## src/rtl/lvds_tx_lane_mapper_pkg.sv

```systemverilog
// Shared constants, FSM encoding and lane-count helper for the LVDS transmit lane mapper.
package lvds_tx_pkg;

    localparam logic [6:0] CLK_LANE_PAT = 7'b1100011;
    localparam logic [6:0] TRAIN_PAT    = 7'b1010101;

    typedef enum logic {
        S_TRAIN = 1'b0,
        S_VIDEO = 1'b1
    } state_e;

    // 6-bit colour fits in three data lanes; 8-bit needs a fourth for the MSB/LSB pairs.
    function automatic int lane_count(input int color_bits);
        return (color_bits == 6) ? 3 : 4;
    endfunction

endpackage

```

## src/rtl/lvds_tx_lane_mapper_if.sv

```systemverilog
// Pixel-in / lane-word-out bundle between the video source and the lane mapper.
interface lvds_tx_lane_mapper_if #(
    parameter int N_CH       = 2,
    parameter int COLOR_BITS = 8
);
    localparam int L = lvds_tx_pkg::lane_count(COLOR_BITS);

    logic [N_CH*COLOR_BITS-1:0] I_r;
    logic [N_CH*COLOR_BITS-1:0] I_g;
    logic [N_CH*COLOR_BITS-1:0] I_b;
    logic                       I_hs;
    logic                       I_vs;
    logic                       I_de;
    logic                       I_map_jeida;
    logic                       I_swap;
    logic                       I_train_req;
    logic [N_CH*(L+1)*7-1:0]    O_lane_data;
    logic                       O_link_up;

    modport master (
        output I_r, I_g, I_b, I_hs, I_vs, I_de, I_map_jeida, I_swap, I_train_req,
        input  O_lane_data, O_link_up
    );

    modport slave (
        input  I_r, I_g, I_b, I_hs, I_vs, I_de, I_map_jeida, I_swap, I_train_req,
        output O_lane_data, O_link_up
    );

endinterface

```

## src/rtl/lvds_tx_lane_mapper_pixel_map.sv

```systemverilog
// Combinational map of one pixel plus syncs onto its 7-bit data-lane words (bit 6 leaves first).
module lvds_tx_pixel_map
    import lvds_tx_pkg::*;
#(
    parameter  int COLOR_BITS = 8,
    localparam int L          = lane_count(COLOR_BITS)
) (
    input  logic [COLOR_BITS-1:0] r,
    input  logic [COLOR_BITS-1:0] g,
    input  logic [COLOR_BITS-1:0] b,
    input  logic                  hs,
    input  logic                  vs,
    input  logic                  de,
    input  logic                  jeida,
    output logic [L-1:0][6:0]     lanes
);

    generate
        if (COLOR_BITS == 6) begin : g_6b
            always_comb begin
                lanes[0] = {g[0], r[5:0]};
                lanes[1] = {b[1:0], g[5:1]};
                lanes[2] = {de, vs, hs, b[5:2]};
            end
        end else begin : g_8b
            // JEIDA carries the six MSBs where VESA carries the six LSBs; lane 3 takes the leftovers.
            always_comb begin
                if (jeida) begin
                    lanes[0] = {g[2], r[7:2]};
                    lanes[1] = {b[3:2], g[7:3]};
                    lanes[2] = {de, vs, hs, b[7:4]};
                    lanes[3] = {1'b0, b[1:0], g[1:0], r[1:0]};
                end else begin
                    lanes[0] = {g[0], r[5:0]};
                    lanes[1] = {b[1:0], g[5:1]};
                    lanes[2] = {de, vs, hs, b[5:2]};
                    lanes[3] = {1'b0, b[7:6], g[7:6], r[7:6]};
                end
            end
        end
    endgenerate

endmodule

```

## src/rtl/lvds_tx_lane_mapper.sv

```systemverilog
// Two-stage pixel-to-lane mapper with channel swap, blank suppression and link-training sequencer.
module lvds_tx_lane_mapper
    import lvds_tx_pkg::*;
#(
    parameter int N_CH         = 2,
    parameter int COLOR_BITS   = 8,
    parameter int TRAIN_CYCLES = 1024
) (
    input logic                  I_clk_1x,
    input logic                  I_rst_n,
    lvds_tx_lane_mapper_if.slave bus
);

    localparam int L  = lane_count(COLOR_BITS);
    localparam int CW = $clog2(TRAIN_CYCLES);
    localparam logic [CW-1:0] CNT_LAST = CW'(TRAIN_CYCLES - 1);

    typedef logic [N_CH-1:0][COLOR_BITS-1:0] pix_t;

    // Stage 1: registered, blanked, swapped pixels
    pix_t r1_d, r1_q, g1_d, g1_q, b1_d, b1_q;
    logic hs1_q, vs1_q, de1_q, jeida1_q;

    // Stage 2: lane words and link status
    logic [N_CH-1:0][L-1:0][6:0] map_lanes;
    logic [N_CH-1:0][L:0][6:0]   lane_d, lane_q;
    logic                        link_up_d, link_up_q;

    state_e          state_d, state_q;
    logic [CW-1:0]   cnt_d, cnt_q;

    always_comb begin
        r1_d = '0;
        g1_d = '0;
        b1_d = '0;
        for (int c = 0; c < N_CH; c++) begin
            if (bus.I_de) begin
                r1_d[c] = bus.I_r[(bus.I_swap ? N_CH-1-c : c)*COLOR_BITS +: COLOR_BITS];
                g1_d[c] = bus.I_g[(bus.I_swap ? N_CH-1-c : c)*COLOR_BITS +: COLOR_BITS];
                b1_d[c] = bus.I_b[(bus.I_swap ? N_CH-1-c : c)*COLOR_BITS +: COLOR_BITS];
            end
        end
    end

    always_ff @(posedge I_clk_1x) begin
        if (!I_rst_n) begin
            r1_q      <= '0;
            g1_q      <= '0;
            b1_q      <= '0;
            hs1_q     <= 1'b0;
            vs1_q     <= 1'b0;
            de1_q     <= 1'b0;
            jeida1_q  <= 1'b0;
            lane_q    <= '0;
            link_up_q <= 1'b0;
        end else begin
            r1_q      <= r1_d;
            g1_q      <= g1_d;
            b1_q      <= b1_d;
            hs1_q     <= bus.I_hs;
            vs1_q     <= bus.I_vs;
            de1_q     <= bus.I_de;
            jeida1_q  <= bus.I_map_jeida;
            lane_q    <= lane_d;
            link_up_q <= link_up_d;
        end
    end

    genvar gc;
    generate
        for (gc = 0; gc < N_CH; gc++) begin : g_ch
            lvds_tx_pixel_map #(.COLOR_BITS(COLOR_BITS)) u_map (
                .r     (r1_q[gc]),
                .g     (g1_q[gc]),
                .b     (b1_q[gc]),
                .hs    (hs1_q),
                .vs    (vs1_q),
                .de    (de1_q),
                .jeida (jeida1_q),
                .lanes (map_lanes[gc])
            );
        end
    endgenerate

    always_ff @(posedge I_clk_1x) begin
        if (!I_rst_n) begin
            state_q <= S_TRAIN;
            cnt_q   <= '0;
        end else begin
            state_q <= state_d;
            cnt_q   <= cnt_d;
        end
    end

    // A request during training restarts the count, stretching the burst.
    always_comb begin
        state_d = state_q;
        cnt_d   = cnt_q;
        if (state_q == S_TRAIN) begin
            if (bus.I_train_req) begin
                cnt_d = '0;
            end else if (cnt_q == CNT_LAST) begin
                state_d = S_VIDEO;
                cnt_d   = '0;
            end else begin
                cnt_d = cnt_q + 1'b1;
            end
        end else if (bus.I_train_req) begin
            state_d = S_TRAIN;
            cnt_d   = '0;
        end
    end

    // State selects the word being registered now, so pipeline contents never delay a switch.
    always_comb begin
        lane_d    = '0;
        link_up_d = (state_q == S_VIDEO);
        for (int c = 0; c < N_CH; c++) begin
            for (int k = 0; k < L; k++) begin
                lane_d[c][k] = (state_q == S_TRAIN) ? TRAIN_PAT : map_lanes[c][k];
            end
            lane_d[c][L] = CLK_LANE_PAT;
        end
    end

    assign bus.O_lane_data = lane_q;
    assign bus.O_link_up   = link_up_q;

endmodule
```

## src/flat_wrapper.sv

```systemverilog
// flat-port wrapper written by rule: the top's interface ports become plain ports
module lvds_tx_lane_mapper_flat import lvds_tx_pkg::*;
#(
    parameter int N_CH         = 2,
    parameter int COLOR_BITS   = 8,
    parameter int TRAIN_CYCLES = 1024
)
  (I_clk_1x, I_rst_n, bus_I_r, bus_I_g, bus_I_b, bus_I_hs, bus_I_vs, bus_I_de, bus_I_map_jeida, bus_I_swap, bus_I_train_req, bus_O_lane_data, bus_O_link_up);
  lvds_tx_lane_mapper_if #(.N_CH(N_CH), .COLOR_BITS(COLOR_BITS)) bus_i ();
  input logic I_clk_1x;
  input logic I_rst_n;
  input wire logic [$bits(bus_i.I_r)-1:0] bus_I_r;
  input wire logic [$bits(bus_i.I_g)-1:0] bus_I_g;
  input wire logic [$bits(bus_i.I_b)-1:0] bus_I_b;
  input wire logic [$bits(bus_i.I_hs)-1:0] bus_I_hs;
  input wire logic [$bits(bus_i.I_vs)-1:0] bus_I_vs;
  input wire logic [$bits(bus_i.I_de)-1:0] bus_I_de;
  input wire logic [$bits(bus_i.I_map_jeida)-1:0] bus_I_map_jeida;
  input wire logic [$bits(bus_i.I_swap)-1:0] bus_I_swap;
  input wire logic [$bits(bus_i.I_train_req)-1:0] bus_I_train_req;
  output wire logic [$bits(bus_i.O_lane_data)-1:0] bus_O_lane_data;
  output wire logic [$bits(bus_i.O_link_up)-1:0] bus_O_link_up;
  assign bus_i.I_r = bus_I_r;
  assign bus_i.I_g = bus_I_g;
  assign bus_i.I_b = bus_I_b;
  assign bus_i.I_hs = bus_I_hs;
  assign bus_i.I_vs = bus_I_vs;
  assign bus_i.I_de = bus_I_de;
  assign bus_i.I_map_jeida = bus_I_map_jeida;
  assign bus_i.I_swap = bus_I_swap;
  assign bus_i.I_train_req = bus_I_train_req;
  assign bus_O_lane_data = bus_i.O_lane_data;
  assign bus_O_link_up = bus_i.O_link_up;
  lvds_tx_lane_mapper #(.N_CH(N_CH), .COLOR_BITS(COLOR_BITS), .TRAIN_CYCLES(TRAIN_CYCLES)) u_core (.I_clk_1x(I_clk_1x), .I_rst_n(I_rst_n), .bus(bus_i));
endmodule
```

## config.mk

```make
export PLATFORM = sky130hd
export DESIGN_NAME = lvds_tx_lane_mapper_flat
export DESIGN_NICKNAME = d
export VERILOG_FILES = /design/src/rtl/lvds_tx_lane_mapper_pkg.sv /design/src/rtl/lvds_tx_lane_mapper_if.sv /design/src/rtl/lvds_tx_lane_mapper_pixel_map.sv /design/src/rtl/lvds_tx_lane_mapper.sv /design/src/flat_wrapper.sv
export SDC_FILE = /design/constraint.sdc
export NUM_CORES = 1
export LEC_CHECK = 0
export BUFFER_PORTS_ARGS = -buffer_cell sky130_fd_sc_hd__buf_4
export CAP_MARGIN = 30
export CORE_MARGIN = 5
export CORE_UTILIZATION = 30
export CTS_BUF_LIST = sky130_fd_sc_hd__clkbuf_4
export DETAILED_ROUTE_END_ITERATION = 7
export PLACE_DENSITY_LB_ADDON = 0.25
export SLEW_MARGIN = 0
export SYNTH_ARGS = -nofsm -noshare
export SYNTH_HDL_FRONTEND = slang
export SYNTH_SLANG_ARGS = --single-unit
```

## constraint.sdc

```tcl
create_clock -name I_clk_1x -period 4.5 [get_ports I_clk_1x]
set_clock_uncertainty 0.2 [all_clocks]
set_input_delay 0 -clock I_clk_1x [delete_from_list [all_inputs] [get_ports I_clk_1x]]
set_output_delay 0 -clock I_clk_1x [all_outputs]
set_load 0.02 [all_outputs]
```

==> flow_summary.yaml, run 1 <==
synthesis:
  synth_top_area_cell: "dfxtp_1"
  ys_seq_elements: 117
  async_flop_share_pct: 0
  yosys-top-cells-area: "dfxtp_1 53%, mux2i_1 22%, nor2_1 5.9%, a21boi_0 4.6%, buf_4 3.2%"
  synth_top_cell_area_share_pct: 52.7
  synth_ff_type: "dfxtp_1"
  yosysMostFrequentCell: "dfxtp_1"
  ys_seq_area_share_pct: 52.7
  postSynthCellCount: 420
  synth_edf_count: 0
  yosysWarnings: 0
  avgSynthCellArea_sq_um: 10.6
  yosys.cell_types.count: 36
  synth_area_sq_um: 4440
  synth_commonest_cells: "117 x dfxtp_1, 97 x mux2i_1, 70 x nor2_1"
clocking:
  cts_max_level: 4
  cts_resized: 0
  cts_buffers: 17
  holdBufCountCts: 147
  cts.sinks: 117
  postCtsSetupBuffers: 0
  clock_path_buffers: 2
  cts_root_buf: "clkbuf_4"
placement:
  dp_cells: 688
  dp_hpwl_um: 7240
  place_ws_ps: 2550
  port_buffers: 120
  place_congestion: 0.755
floorplanning:
  ioPinCount: 127
  start_util_pct: 30.6
  rows: 44
  die_x_um: 132
  die_y_um: 132
run_status:
  error_line: "[ERROR RSZ-0060] Max buffer count reached."
  status: "did not finish"
  haltStage: "clock tree synthesis"
[metrics by stage]
stage | hold WS [ps] | area, sq um
after floorplan | -172 | 4460
after global placement | 12.3 | 5370
after detailed placement | 13.7 | 5370
[cells by family after synthesis]
kind of cell,share of synthesized area [%]
AND/OR/NAND/NOR,11.5
other,0.0844
adder cells (fa/ha/maj),0.282
buffers and inverters,6.00
AO/OA/AOI/OAI,7.58
flip-flops,52.7
multiplexers,21.9
==> run 2, diff against run 1 <==
Settings changed: CORE_UTILIZATION 30 to 20, CTS_BUF_LIST sky130_fd_sc_hd__clkbuf_4 to not set, PLACE_DENSITY_LB_ADDON 0.25 to 0.15.
==> run 2 against run 1 <==
  * The flow now finishes without violations
  * Synthesized cell count did not move
  * Synthesized area stayed put
==> flow_summary.yaml, run 2 <==
placement:
  place_congestion: 0.684
  place_ws_ps: 2580
  port_buffers: 120
  dpl_cell_area_sq_um: 5480
  dp_hpwl_um: 8060
clocking:
  holdBufCountCts: 80
  postCtsSetupBuffers: 0
  path_clk_slew_ps: 50
  cts_root_buf: "clkbuf_16"
  cts_buffers: 17
  cts_max_level: 4
  cts_resized: 0
  clk_latency_ps: 400
  cts_tree: "built"
  cts.sinks: 117
  clock_path_buffers: 2
global_route:
  antenna_found_initial: 0
  grt.overflow.total: 0
  grt_pass1_wl_um: 18900
  first_global_vias: 3680
  grt_max_degree: 50
  grt_use_total_pct: 9.28
worst_setup_path:
  crit_start: "u_core.jeida1_q"
  reg2reg_slack_ps: 2600
  end_kind: "flop"
  r2r-start: "u_core.jeida1_q"
  critPathMaxFanout: 32
  cp_data_required_time_ps: 4550
  start_kind: "flop"
  path_class: "flop to flop"
  arrival_ps: 1960
synthesis:
  postSynthCellCount: 420
  synth_top_area_cell: "dfxtp_1"
  synth_ff_type: "dfxtp_1"
  yosysWarnings: 0
  synth_edf_count: 0
  synth_commonest_cells: "117 x dfxtp_1, 97 x mux2i_1, 70 x nor2_1"
  async_flop_share_pct: 0
  avgSynthCellArea_sq_um: 10.6
  yosysMostFrequentCell: "dfxtp_1"
  yosys-top-cells-area: "dfxtp_1 53%, mux2i_1 22%, nor2_1 5.9%, a21boi_0 4.6%, buf_4 3.2%"
  synth_area_sq_um: 4440
  synth_top_cell_area_share_pct: 52.7
  yosys.cell_types.count: 36
  ys_seq_elements: 117
  ys_seq_area_share_pct: 52.7
finish:
  most-common-layout-cells: "122 x buf_4, 116 x dfxtp_1, 97 x mux2i_1"
  area_growth_syn_to_layout_pct: 54.1
  n_antenna_cell: 0
  fin_nets: 661
  finish.utilization_pct: 31.4
  largest_register_ffs: 53
  postLayoutCellArea_sq_um: 6850
  drive_gt1_share_pct: 25.4
  final_common_cell: "buf_4"
sta:
  fmax_mhz: 526
  slew_headroom_pct: 45.1
  min_period_ps: 1900
  finalCritPeriodShare_pct: 42.3
  final_hold_viol_count: 0
  worst_pin_slew_ps: 822
  fin_ws_ps: 2600
  grt_setup_unrepaired: "false"
  slew_viol_final: 0
  setup_viol_count_final: 0
  fin_tns_setup_ps: 0
job:
  cap_violations: 0
run_status:
  status: "completed"
floorplanning:
  dieArea_sq_um: 25300
  die_y_um: 159
  coreArea_sq_um: 21800
  die_x_um: 159
  start_util_pct: 20.4
  ioPinCount: 127
  rows: 54
power:
  p_per_area_nw_per_um2: 378
  ir_drop_mv: 0.157
  power.leakage_uw: 0.00293
hold_path:
  min_path_type: "primary input to flop"
  hp-start: "bus_I_swap"
route:
  drc: 0
  vias: 3513
  dr.pass1.iters: 4
  first_iter_violations: 77
  postRouteAntennaNets: 0
  drt-wirelength-per-cell_um: 12.9
  via_per_inst: 3.93
  routed_wl_um: 11600
-- run 2: cell families (layout without fill, tap and decap cells) --
group	after synthesis	in the layout	share of synthesized area, %
multiplexers	97	97	21.9
buffers and inverters	49	239	6.00
adder cells (fa/ha/maj)	1	1	0.282
other	1	6	0.0844
AO/OA/AOI/OAI	46	46	7.58
flip-flops	117	117	52.7
AND/OR/NAND/NOR	109	109	11.5
-- run 2: where the power goes --
part / switching (uW) / total (uW) / internal [uW]
clock: 453 / 1210 / 760
combinational: 119 / 277 / 158
sequential: 21.8 / 1100 / 1070
total: 594 / 2590 / 1990
-- run 2: critical path, cell delays in order (launching register included) --
cell and delay (ps):
dfxtp_2 630, buf_4 530, mux2i_1 240, a21boi_0 110
-- run 2: per-layer routing --
| metal | track usage [%] | up-vias | wire [um] |
|---|---|---|---|
| li1 | - | 1778 | - |
| met4 | 4.42 | 0 | 183 |
| met2 | 14.7 | 83 | 5450 |
| met5 | 0 | - | 0 |
| met3 | 3.05 | 12 | 560 |
| met1 | 11.4 | 1640 | 5390 |
-- run 2: final timing paths --
path                                              endpoint  depth (start not counted)
worst min register to register  u_core.bus.O_lane_data[53]                          2
worst max-delay path            u_core.bus.O_lane_data[25]                          3
worst max register to register  u_core.bus.O_lane_data[25]                          3
worst min-delay path                       u_core.r1_q[13]                          3
-- run 2: cell type report --
type                            count  area, sq um
Clock buffer                       20          447
Clock inverter                     10         85.1
Sequential cell                   117         2340
Inverter                            5         18.8
Multi-Input combinational cell    259         1860
Tap cell                          280          350
Timing Repair Buffer              204         1750
Fill cell                        2252        15000
-- run 2: per-stage QoR --
stage	power (uW)	hold WS [ps]	std cells
6_report	2590	59.1	895
5_1_grt	2710	87.6	895
4_1_cts	2630	51.8	893
3_5_place_dp	1340	12.3	783
3_3_place_gp	1340	11.1	783
2_1_floorplan	1250	-172	425
Power figures use the tool's default switching activity.
